$ cat src/rtl/led_ctrl_pkg.sv
// Shared types for the LED controller: operating modes, scan direction and the configuration record.
// Config fields are carried at a fixed width so one struct serves every PRE_W/PWM_W up to 32 bits.
package led_ctrl_pkg;

    localparam int CFG_W = 32;

    typedef enum logic [1:0] {
        MODE_OFF   = 2'd0,
        MODE_COUNT = 2'd1,
        MODE_PWM   = 2'd2,
        MODE_SCAN  = 2'd3
    } mode_t;

    typedef struct packed {
        mode_t            mode;
        logic [CFG_W-1:0] prescale;
        logic [CFG_W-1:0] duty;
    } cfg_t;

    localparam logic DIR_UP   = 1'b0;
    localparam logic DIR_DOWN = 1'b1;

endpackage

$ cat src/rtl/led_prescaler.sv
// Prescaler: counts 0..prescale_i and flags tick_o combinationally on the terminal count.
// Latency: restart_i clears the count on the next edge; no backpressure, free-running.
module led_prescaler
    import led_ctrl_pkg::*;
#(
    parameter int PRE_W = 24
) (
    input  logic             aclk,
    input  logic             aresetn,
    input  logic             restart_i,
    input  logic [CFG_W-1:0] prescale_i,
    output logic             tick_o
);

    logic [PRE_W-1:0] pre_cnt_q;
    logic [PRE_W-1:0] pre_cnt_d;

    // The terminal value is zero-extended, so comparing at full width is exact.
    assign tick_o = (CFG_W'(pre_cnt_q) == prescale_i);

    always_comb begin
        pre_cnt_d = pre_cnt_q + PRE_W'(1);
        if (restart_i || tick_o) begin
            pre_cnt_d = '0;
        end
    end

    always_ff @(posedge aclk or negedge aresetn) begin
        if (!aresetn) begin
            pre_cnt_q <= '0;
        end else begin
            pre_cnt_q <= pre_cnt_d;
        end
    end

endmodule

$ cat src/rtl/led_ctrl.sv
// LED controller: OFF/COUNT/PWM/SCAN patterns stepped by a prescaler tick; led is registered one cycle after state.
// Backpressure: cfg_ready drops after a transfer and returns the cycle after the pending config is applied.
module led_ctrl
    import led_ctrl_pkg::*;
#(
    parameter int N_LEDS  = 8,
    parameter int PRE_W   = 24,
    parameter int PWM_W   = 8,
    parameter int PRE_RST = 2**16-1
) (
    input  logic              aclk,
    input  logic              aresetn,
    input  logic              cfg_valid,
    output logic              cfg_ready,
    input  logic [1:0]        cfg_mode,
    input  logic [PRE_W-1:0]  cfg_prescale,
    input  logic [PWM_W-1:0]  cfg_duty,
    output logic              tick,
    output logic [N_LEDS-1:0] led
);

    localparam logic [N_LEDS-1:0] POS_BOT = N_LEDS'(1);
    localparam logic [N_LEDS-1:0] POS_TOP = N_LEDS'(1) << (N_LEDS - 1);
    localparam cfg_t CFG_RST = '{mode: MODE_OFF, prescale: CFG_W'(PRE_W'(PRE_RST)), duty: '0};

    cfg_t              act_q, act_d;
    cfg_t              pend_q, pend_d;
    logic              pend_vld_q, pend_vld_d;
    logic [N_LEDS-1:0] cnt_q, cnt_d;
    logic [N_LEDS-1:0] pos_q, pos_d, pos_step;
    logic              dir_q, dir_d, dir_step;
    logic [PWM_W-1:0]  pwm_q, pwm_d;
    logic [N_LEDS-1:0] led_q, led_d;
    logic              xfer;
    logic              apply;

    assign cfg_ready = ~pend_vld_q;
    assign xfer      = cfg_valid & cfg_ready;
    // pend_vld_q is registered, so a tick in the transfer cycle itself cannot apply.
    assign apply     = pend_vld_q & tick;
    assign led       = led_q;

    led_prescaler #(
        .PRE_W(PRE_W)
    ) u_prescaler (
        .aclk      (aclk),
        .aresetn   (aresetn),
        .restart_i (apply),
        .prescale_i(act_q.prescale),
        .tick_o    (tick)
    );

    // Bounce between the end bits; each end is visited once per sweep.
    always_comb begin
        pos_step = pos_q;
        dir_step = dir_q;
        if (N_LEDS > 1) begin
            if (dir_q == DIR_UP) begin
                pos_step = pos_q << 1;
                if (pos_step == POS_TOP) dir_step = DIR_DOWN;
            end else begin
                pos_step = pos_q >> 1;
                if (pos_step == POS_BOT) dir_step = DIR_UP;
            end
        end
    end

    always_comb begin
        act_d      = act_q;
        pend_d     = pend_q;
        pend_vld_d = pend_vld_q;
        cnt_d      = tick ? cnt_q + N_LEDS'(1) : cnt_q;
        pwm_d      = pwm_q + PWM_W'(1);
        pos_d      = tick ? pos_step : pos_q;
        dir_d      = tick ? dir_step : dir_q;

        if (xfer) begin
            pend_vld_d = 1'b1;
            pend_d     = '{mode: mode_t'(cfg_mode), prescale: CFG_W'(cfg_prescale), duty: CFG_W'(cfg_duty)};
        end

        if (apply) begin
            pend_vld_d = 1'b0;
            act_d      = pend_q;
            if (pend_q.mode != act_q.mode) begin
                pos_d = POS_BOT;
                dir_d = DIR_UP;
            end
        end

        case (act_q.mode)
            MODE_COUNT: led_d = cnt_q;
            MODE_PWM:   led_d = {N_LEDS{CFG_W'(pwm_q) < act_q.duty}};
            MODE_SCAN:  led_d = pos_q;
            default:    led_d = '0;
        endcase
    end

    always_ff @(posedge aclk or negedge aresetn) begin
        if (!aresetn) begin
            act_q      <= CFG_RST;
            pend_q     <= CFG_RST;
            pend_vld_q <= 1'b0;
            cnt_q      <= '0;
            pwm_q      <= '0;
            pos_q      <= POS_BOT;
            dir_q      <= DIR_UP;
            led_q      <= '0;
        end else begin
            act_q      <= act_d;
            pend_q     <= pend_d;
            pend_vld_q <= pend_vld_d;
            cnt_q      <= cnt_d;
            pwm_q      <= pwm_d;
            pos_q      <= pos_d;
            dir_q      <= dir_d;
            led_q      <= led_d;
        end
    end

endmodule

$ cat config.mk
export PLATFORM = sky130hd
export DESIGN_NAME = led_ctrl
export DESIGN_NICKNAME = d
export VERILOG_FILES = /design/src/rtl/led_ctrl_pkg.sv /design/src/rtl/led_prescaler.sv /design/src/rtl/led_ctrl.sv
export SDC_FILE = /design/constraint.sdc
export NUM_CORES = 1
export LEC_CHECK = 0
export BUFFER_PORTS_ARGS = -buffer_cell sky130_fd_sc_hd__buf_2
export CORE_AREA = 4 4 108 110
export CTS_CLUSTER_SIZE = 20
export DETAILED_ROUTE_END_ITERATION = 16
export DIE_AREA = 0 0 112 114
export GPL_ROUTABILITY_DRIVEN = 0
export PLACE_DENSITY_LB_ADDON = 0.25
export SLEW_MARGIN = 30
export SYNTH_ARGS = -nofsm -noshare
export SYNTH_HDL_FRONTEND = slang
export SYNTH_SLANG_ARGS = --single-unit
export TNS_END_PERCENT = 50
$ cat constraint.sdc
create_clock -name aclk -period 2.45 [get_ports aclk]
set_input_delay 0.1225 -clock aclk [delete_from_list [all_inputs] [get_ports aclk]]
set_output_delay 0.1225 -clock aclk [all_outputs]
set_load 0.005 [all_outputs]
==> results of run 1 <==
==> logic make-up (layout without fill, tap and decap cells) <==
kind of cell	after synthesis	after routing	synth area share (%)
AOI/OAI and AO/OA	36	36	4.103
xor gates and xnor gates	61	61	9.220
adders and majority gates	10	10	2.159
buffers and inverters	31	155	2.461
DFF	126	126	55.13
muxes	83	83	17.88
and+or+nand+nor	100	100	9.048
==> flip-flops by register name (all words and copies together), names as in the netlist <==
| signal | cells |
|---|---|
| dir_q | 1 |
| pwm_q | 8 |
| act_q | 34 |
| led | 8 |
| u_prescaler.pre_cnt_q | 24 |
| pend_vld_q | 1 |
| pend_q | 34 |
| pos_q | 8 |
| cnt_q | 8 |
==> worst paths after layout <==
kind | slack, ns | cells after the start | endpoint
min | 0.14 | 2 | act_q[50]$_DFFE_PN0P_
min reg2reg | 0.48 | 1 | cnt_q[7]$_DFFE_PN0N_
max reg2reg | 0.27 | 7 | act_q[4]$_DFFE_PN0P_
min in group aclk | 0.36 | 3 | pend_q[0]$_DFFE_PN0P_
max in group asynchronous | 1.53 | 3 | pend_q[38]$_DFFE_PN1P_
max | 0.13 | 7 | tick
==> placed cells by master (no fill, tap or decap), drive strengths merged <==
cell,instances
nand2b,2
inv,16
nor2b,2
mux2i,6
o21a,1
a21oi,4
buf,70
bufbuf,1
a21o,10
nor2,33
clkinv,6
a211o,1
o31ai,9
dlygate4sd3,36
o211ai,1
clkbuf,25
nand4,9
bufinv,1
ha,10
nand3,12
and4,5
dfstp,33
dfrtp,93
o21ai,9
and3,1
xor2,36
xnor2,25
a31oi,1
nor3,9
nand2,12
nor4,12
mux2,77
and2,3
==> cell usage after synthesis, types with 9 or more instances <==
cell	instances	share of area [%]
xnor2_1	25	3.8
o21ai_0	9	0.78
nor3_1	9	0.78
mux2_4	29	7.5
nand3_1	11	0.95
mux2_2	48	9.3
nand2_1	12	0.78
dfstp_2	33	15
ha_1	10	2.2
nor4_1	10	1.1
dfrtp_1	93	40
inv_1	15	0.97
o31ai_1	9	1.2
nand4_1	9	0.97
nor2_1	33	2.1
xor2_1	36	5.4
a21o_1	10	1.3
==> layout make-up <==
class                      instances  share of cell area [%]
timing repair buffer             107                   11.38
inverter                          16                  0.8225
multi-input combinational        290                   34.17
clock inverter                     7                  0.8225
clock buffer                      25                   6.631
sequential                       126                   43.78
tap                              140                   2.399
==> per-layer routing <==
layer	track usage, %	up-vias
met4	8.494	0
met3	4.987	21
met1	24.72	1916
li1	-	1785
met5	0	-
met2	32.45	83
==> worst register-to-register path: cells and delay by family (launching register included) <==
family / cells / cell delay (ns)
XOR/XNOR: 1 / 0.08
flip-flops: 1 / 0.54
AND/OR/NAND/NOR: 3 / 0.73
multiplexers: 1 / 0.34
buffers and inverters: 2 / 0.38
==> timing repair <==
action,CTS,global route
cloned,1,0
buffers inserted,2,11
endpoints found under the setup margin,1,1
hold endpoints to repair,73,0
pin swaps,1,2
hold buffers,36,0
resized for setup,8,5
==> report_power, final <==
part / total (mW) / leakage (nW) / internal [mW] / switching (mW)
Sequential: 2.59 / 1.54 / 2.38 / 0.210
Clock: 2.29 / 0.275 / 1.44 / 0.845
Combinational: 0.819 / 1.67 / 0.473 / 0.345
==> run_results.csv, run 1 <==
group,metric,value,unit
synthesis,ys_ff_latch,126,
timing,holdWs,0.1441,ns
drt,top_layer,"met4",
power,cellPowerDensity,780.7,nW/um^2
place,io_buffer_count,46,
setup_path,worstSetupPathType,"reg -> out",
synthesis,synth_warnings,0,
clock_network,cts_max_level,4,
finish,nFillCells,764,
clock_network,cts_buffers,17,
timing,setup_viol,0,
place,place_inst,629,
die,dieArea,12770,um^2
timing,skew,0.008212,ns
setup_path,cpPeakStageDelay,0.54,ns
drt,ant_nets,0,
timing,finalHoldViolCount,0,
die,io_pins,47,
finish,design_area,7302,um^2
synthesis,avgSynthCellArea,12.96,um^2
setup_path,cp_max_fo,10,
timing,fin_crit,2.319,ns
drt,wl_met1,5.128,mm
power,power.total,5.700,mW
power,ir_worst_vdd,0.5492,mV
timing,finalWorstSetupSlack,0.1307,ns
place,pre_cts_slack,0.3170,ns
synthesis,synthFlopType,"dfrtp_1",
global_routing,antenna_found_initial,0,
place,place_area,6222,um^2
finish,syn2layout_area_growth,26.02,%
die,core,10700,um^2
die,die_x,112,um
timing,finalSetupTns,0,ns
global_routing,grt_pass1_wl,19.67,mm
finish,drive_above_1_share,38.88,%
setup_path,worstPathArrival,2.20,ns
drt,drc_errors,0,
global_routing,grt_max_degree,45,
clock_network,clock_path_buffers,2,
synthesis,syn_area,5794,um^2
clock_network,root_buffer,"clkbuf_8",
setup_path,start_kind,"flop",
setup_path,rr_startpoint,"act_q[41]$_DFFE_PN1P_",
synthesis,ys_seq_area_share,55.13,%
drt,wl_met2,5.807,mm
drt,met3WireLength,365,um
clock_network,path_clk_slew,0.06,ns
drt,first_pass_iters,4,
timing,slew_viol_final,0,
drt,vias_per_cell,5.352,
power,leakage,3.490,nW
place,dp_hpwl,7.552,mm
timing,worst_slew_pin_slew,0.6807,ns
setup_path,path_buf_inv,3,
run,cap_violations,0,
setup_path,crit_required,2.33,ns
setup_path,endpoint_kind,"primary output",
drt,vias,3805,
timing,relSlewSlack,54.62,%
worst_hold_path,hp-class,"in -> async",
global_routing,grt_pass1_vias,3960,
status,outcome,"finished clean",
timing,finalCritPeriodShare,94.66,%
setup_path,path_delay_family,"simple AND/OR/NAND/NOR gates",
synthesis,yosys.cell_types.count,35,
synthesis,async_reset_ff_share,100.0,%
drt,totalWireLength,11.52,mm
finish,multi_input_comb_area,2495,um^2
setup_path,path_cells,"xor2_1, nor4_2, and4_4, nand2_2, inv_2, buf_12, buf_2",
finish,antenna_cells,0,
die,std_cell_rows,38,
finish,layout.nets,605,
drt,drtIter0Drc,101,
clock_network,clk_latency,0.52,ns
die,start_util,54.16,%
setup_path,slowest_stage,"dfstp_2",
synthesis,synth_edf_count,0,
global_routing,grt-ovfl-total,0,
timing,max_freq,0.4312,GHz
finish,seqCellArea,3197,um^2
synthesis,syn_inst,447,
finish,final_cells,711,
finish,utilization,68.26,%
synthesis,synth.net_count,494,
clock_network,cts_sinks,126,
die,die_h,114,um
global_routing,grt.total_usage,19.64,%
setup_path,crit_start,"act_q[41]$_DFFE_PN1P_",
clock_network,cts_tree,"built",
drt,post_drt_wl_per_cell,16.21,um
No activity file was read; power rests on OpenSTA's default activity.
==> run 2, diff against run 1 <==
Settings changed: CORE_AREA 4 4 108 110 to 5 5 109 111, DIE_AREA 0 0 112 114 to 0 0 114 116, RECOVER_POWER set to 50.
==> run_results.csv, run 2 (synthesis results as in run 1) <==
group,metric,value,unit
status,outcome,"complete, but fails checks",
status,violations,"max-capacitance violations, max-slew violations",
clock_network,cts_buffers,17,
timing,finalHoldViolCount,0,
drt,vias,3756,
drt,first_pass_iters,4,
timing,finalSetupTns,0,ns
finish,most-common-layout-cells,"91 x dfrtp_1, 48 x mux2_2, 45 x buf_2",
setup_path,crit_end,"tick",
drt,post_drt_wl_per_cell,16.23,um
power,power.share.switching,23.79,%
finish,final_cells,701,
power,cellInternalPower,4.589,mW
global_routing,grt.total_usage,19.16,%
setup_path,cpPeakStageDelay,0.53,ns
global_routing,use_met3,4.909,%
place,io_buffer_count,46,
timing,relSlewSlack,-10.66,%
setup_path,r2r_slack,0.23,ns
drt,totalWireLength,11.38,mm
global_routing,grt_pass1_wl,19.51,mm
global_routing,grt_pass1_vias,4003,
finish,drive_above_1_share,38.32,%
drt,vias_per_cell,5.358,
global_routing,use_met1,23.90,%
timing,finalCritPeriodShare,96.06,%
place,pre_cts_slack,0.3171,ns
power,sequentialPowerShare,43.2,%
drt,ant_nets,0,
clock_network,clock_path_buffers,2,
finish,reg.largest.list,"act_q: 34 flops, pend_q: 34 flops, u_prescaler.pre_cnt_q: 24 flops",
timing,rsz0062_at_grt,"false",
setup_path,worstSetupPathType,"reg -> out",
finish,seqCellArea,3197,um^2
finish,layout.nets,595,
finish,final_common_cell,"dfrtp_1",
place,dp_hpwl,7.170,mm
power,cellPowerDensity,823.1,nW/um^2
clock_network,cts_sinks,126,
finish,antenna_cells,0,
global_routing,grt_max_degree,127,
setup_path,path_cells,"xor2_1, nor4_2, and4_2, nand2_2, inv_2, buf_12, buf_2",
global_routing,top_usage_layer,"met2",
die,dieArea,13220,um^2
setup_path,worstPathArrival,2.23,ns
drt,drtIter0Drc,179,
die,std_cell_rows,38,
setup_path,r2r-end,"act_q[49]$_DFFE_PN0P_",
power,p_sw,1.433,mW
drt,drc_errors,0,
die,die_h,116,um
global_routing,met2_usage,31.93,%
clock_network,cts_tree,"built",
timing,finalWorstSetupSlack,0.09665,ns
die,start_util,54.16,%
setup_path,endpoint_kind,"primary output",
power,leakage,3.468,nW
global_routing,grt-ovfl-total,0,
power,ir_worst_vdd,0.5832,mV
setup_path,start_kind,"flop",
finish,multi_input_comb_area,2487,um^2
die,die_x,114,um
finish,syn2layout_area_growth,26.26,%
die,core,10700,um^2
clock_network,cts_max_level,4,
setup_path,cp_max_fo,6,
run,cap_violations,1,
setup_path,crit_required,2.33,ns
setup_path,rr_worst_depth,7,
power,combPwrFrac,12.6,%
finish,nFillCells,777,
timing,slew_viol_final,127,
setup_path,rr_startpoint,"act_q[38]$_DFFE_PN1P_",
timing,worst_slew_pin_slew,1.660,ns
setup_path,crit_start,"act_q[38]$_DFFE_PN1P_",
clock_network,path_clk_slew,0.05,ns
global_routing,antenna_found_initial,0,
timing,max_freq,0.4249,GHz
clock_network,clk_latency,0.53,ns
timing,setup_viol,0,
timing,skew,0.008496,ns
die,io_pins,47,
place,place_inst,626,
setup_path,slowest_stage,"dfstp_2",
power,pwr-share-clk,44.2,%
timing,fin_crit,2.353,ns
clock_network,root_buffer,"clkbuf_8",
worst_hold_path,hp-class,"in -> reg",
finish,utilization,68.39,%
-- run 2: cell types whose count changed in the layout (fill, tap and decap cells not counted), sizes merged --
| cell | before | now |
|---|---|---|
| clkinvlp | 0 | 3 |
| clkinv | 6 | 3 |
| buf | 70 | 58 |
| clkbuf | 25 | 24 |
| bufinv | 1 | 4 |
-- run 2: layout make-up --
type / instances / share of cell area, %
flip-flops and latches: 126 / 43.70
well taps: 140 / 2.394
inverters: 16 / 0.8209
clock inverters: 10 / 2.155
clock buffers: 22 / 6.602
repair buffers: 97 / 10.33
multi-input cells: 290 / 34.00
-- run 2: how the worst min path moves through the flow --
stage	cells after the start	from	end
after floorplan	0	aresetn	act_q[0]$_DFFE_PN0P_
after global routing	3	cfg_prescale[11]	pend_q[43]$_DFFE_PN1P_
after global placement	2	aresetn	u_prescaler.pre_cnt_q[6]$_DFF_PN0_
after CTS	3	aresetn	u_prescaler.pre_cnt_q[4]$_DFF_PN0_
final	3	cfg_prescale[15]	pend_q[47]$_DFFE_PN1P_
after detailed placement	2	aresetn	u_prescaler.pre_cnt_q[6]$_DFF_PN0_
-- run 2: routing by layer --
metal | vias to the layer above | share of wire [%]
met3 | 19 | 4.0
met4 | 0 | 2.1
met1 | 1907 | 43
met2 | 71 | 51
met5 | - | 0
li1 | 1759 | -
-- run 2: stage by stage --
| step | cell area [um^2] | total power [mW] | hold WS, ns |
|---|---|---|---|
| after floorplan | 5794 | 3.057 | -0.1731 |
| after global placement | 6212 | 3.268 | 0.2823 |
| after detailed placement | 6212 | 3.302 | 0.2818 |
| after CTS | 7288 | 6.068 | 0.2786 |
| after global routing | 7316 | 6.289 | 0.3484 |
| final | 7316 | 6.022 | 0.3544 |
-- run 2: what timing repair did --
item                                   in CTS  in global routing
gates resized for setup                     7                  4
pin swaps                                   2                  2
buffers inserted                            2                  4
cloned                                      1                  0
setup endpoints to repair                   1                  1
hold buffers                               36                  0
endpoints found under the hold margin     128                  0
-- run 2: power by group through the flow --
stage,sequential [mW],clock (mW),combinational (mW)
floorplan,2.55,0,0.506
finish,2.60,2.66,0.758
global placement,2.61,0,0.655
global route,2.64,2.81,0.839
detailed placement,2.63,0,0.676
CTS,2.60,2.71,0.759
-- run 2: worst max-delay path: cells and delay by family, from the launching register on --
family	cells	cell delay, ns
AND/OR/NAND/NOR	3	0.77
XOR/XNOR	1	0.07
flip-flops	1	0.53
buffers and inverters	3	0.33
==> run 3, diff against run 2 <==
Settings changed: CORE_AREA 5 5 109 111 to 5 5 106 108, DIE_AREA 0 0 114 116 to 0 0 111 113.
==> run_results.csv, run 3 (synthesis results as in run 1) <==
group,metric,value,unit
finish,antenna_cells,0,
global_routing,grt.total_usage,19.16,%
place,dp_hpwl,7.382,mm
finish,syn2layout_area_growth,24.72,%
power,ir_worst_vdd,0.7047,mV
setup_path,crit_start,"u_prescaler.pre_cnt_q[6]$_DFF_PN0_",
timing,fin_crit,2.339,ns
timing,worst_slew_pin_slew,1.185,ns
setup_path,rr_startpoint,"u_prescaler.pre_cnt_q[6]$_DFF_PN0_",
setup_path,r2r-end,"act_q[1]$_DFFE_PN0P_",
die,dieArea,12540,um^2
status,outcome,"finished clean",
finish,reg.largest.list,"act_q: 34 flops, pend_q: 34 flops, u_prescaler.pre_cnt_q: 24 flops",
finish,final_common_cell,"dfrtp_1",
drt,top_layer,"met4",
clock_network,cts_sinks,126,
setup_path,worstSetupPathType,"reg -> out",
drt,first_pass_iters,4,
global_routing,grt_max_degree,105,
clock_network,cts_max_level,4,
clock_network,cts_tree,"built",
finish,utilization,71.28,%
power,leakage,3.440,nW
run,cap_violations,0,
drt,ant_nets,0,
drt,met3WireLength,413,um
finish,nFillCells,691,
finish,final_cells,695,
timing,setup_viol,0,
die,io_pins,47,
setup_path,endpoint_kind,"primary output",
clock_network,clk_latency,0.52,ns
timing,slew_viol_final,0,
worst_hold_path,hp-class,"in -> async",
timing,max_freq,0.4276,GHz
setup_path,rr_worst_depth,6,
timing,finalCritPeriodShare,95.46,%
setup_path,worstPathArrival,2.22,ns
die,die_h,113,um
clock_network,root_buffer,"clkbuf_8",
drt,vias_per_cell,5.276,
clock_network,clock_path_buffers,2,
place,io_buffer_count,46,
finish,most-common-layout-cells,"93 x dfrtp_1, 48 x mux2_2, 45 x buf_2",
timing,finalHoldViolCount,0,
drt,vias,3667,
setup_path,crit_required,2.33,ns
place,place_inst,624,
finish,drive_above_1_share,37.21,%
drt,drc_errors,0,
setup_path,r2r_slack,0.29,ns
die,die_x,111,um
die,start_util,57.15,%
die,core,10140,um^2
clock_network,path_clk_slew,0.06,ns
drt,drtIter0Drc,179,
drt,post_drt_wl_per_cell,16.13,um
power,cellPowerDensity,808.2,nW/um^2
global_routing,grt-ovfl-total,0,
setup_path,start_kind,"flop",
drt,totalWireLength,11.21,mm
drt,wl_met2,5.630,mm
timing,relSlewSlack,20.98,%
drt,wl_met1,4.995,mm
timing,skew,0.01122,ns
setup_path,cp_max_fo,9,
global_routing,grt_pass1_wl,19.13,mm
clock_network,cts_buffers,17,
global_routing,antenna_found_initial,0,
global_routing,grt_pass1_vias,3890,
die,std_cell_rows,37,
finish,layout.nets,593,
-- run 3: cell types whose count changed in the layout (fill, tap and decap cells not counted), moves of 2 or more --
cell / delta
clkbuf_4: -2
dfrtp_1: +2
clkbuf_8: -2
clkinv_2: +2
dfrtp_2: -2
clkbuf_1: +2
-- run 3: metrics by stage --
step                      total power, mW  hold slack, ns  instance area [um^2]  setup slack, ns   TNS [ns]
final                               5.841          0.3631                  7227           0.1113          0
after global routing                6.118          0.3672                  7227        -0.006638  -0.006638
after CTS                           5.874         0.02589                  7208          0.02813          0
after detailed placement            3.309         0.03613                  6235           0.2146          0
after global placement              3.265         0.03265                  6235           0.2537          0
after floorplan                     3.057         -0.1731                  5794           0.5393          0
-- run 3: worst max-delay path by stage --
stage / end / depth (start not counted)
2_1_floorplan: act_q[48]$_DFFE_PN0P_ / 6
5_1_grt: tick / 6
3_3_place_gp: act_q[0]$_DFFE_PN0P_ / 6
3_5_place_dp: act_q[52]$_DFFE_PN0P_ / 6
4_1_cts: tick / 6
6_report: tick / 6
-- run 3: layer usage --
metal	GRT usage [%]	vias up
li1	-	1751
met1	24.52	1831
met2	31.43	69
met3	5.241	16
met4	7.143	0
met5	0	-
-- run 3: area by class of cell --
cell class / count / area, um^2 / area share (%)
clock buffers: 21 / 459.2 / 6.354
flip-flops and latches: 126 / 3194 / 44.20
clock inverters: 11 / 138.9 / 1.922
well taps: 136 / 170.2 / 2.355
multi-input cells: 290 / 2486 / 34.40
repair buffers: 95 / 715.7 / 9.903
inverters: 16 / 62.56 / 0.8657
-- run 3: worst max-delay path, cell delays in order, from the launching register on --
cell     delay [ns]
dfrtp_1        0.44
xor2_1         0.17
nor4_2         0.39
and4_4         0.32
nand2_1        0.11
inv_4          0.12
buf_2          0.14
-- run 3: what timing repair did --
action | CTS | global route
pin swaps | 0 | 2
endpoints found under the hold margin | 138 | 0
gates resized for setup | 4 | 3
setup buffers | 0 | 3
gates cloned | 0 | 0
hold buffers | 36 | 0
setup endpoints to repair | 1 | 1
-- run 3: power breakdown --
group / leakage, nW / total (mW) / internal [mW] / switching, mW
Sequential: 1.55 / 2.59 / 2.38 / 0.211
Combinational: 1.60 / 0.744 / 0.416 / 0.328
Clock: 0.293 / 2.51 / 1.62 / 0.884
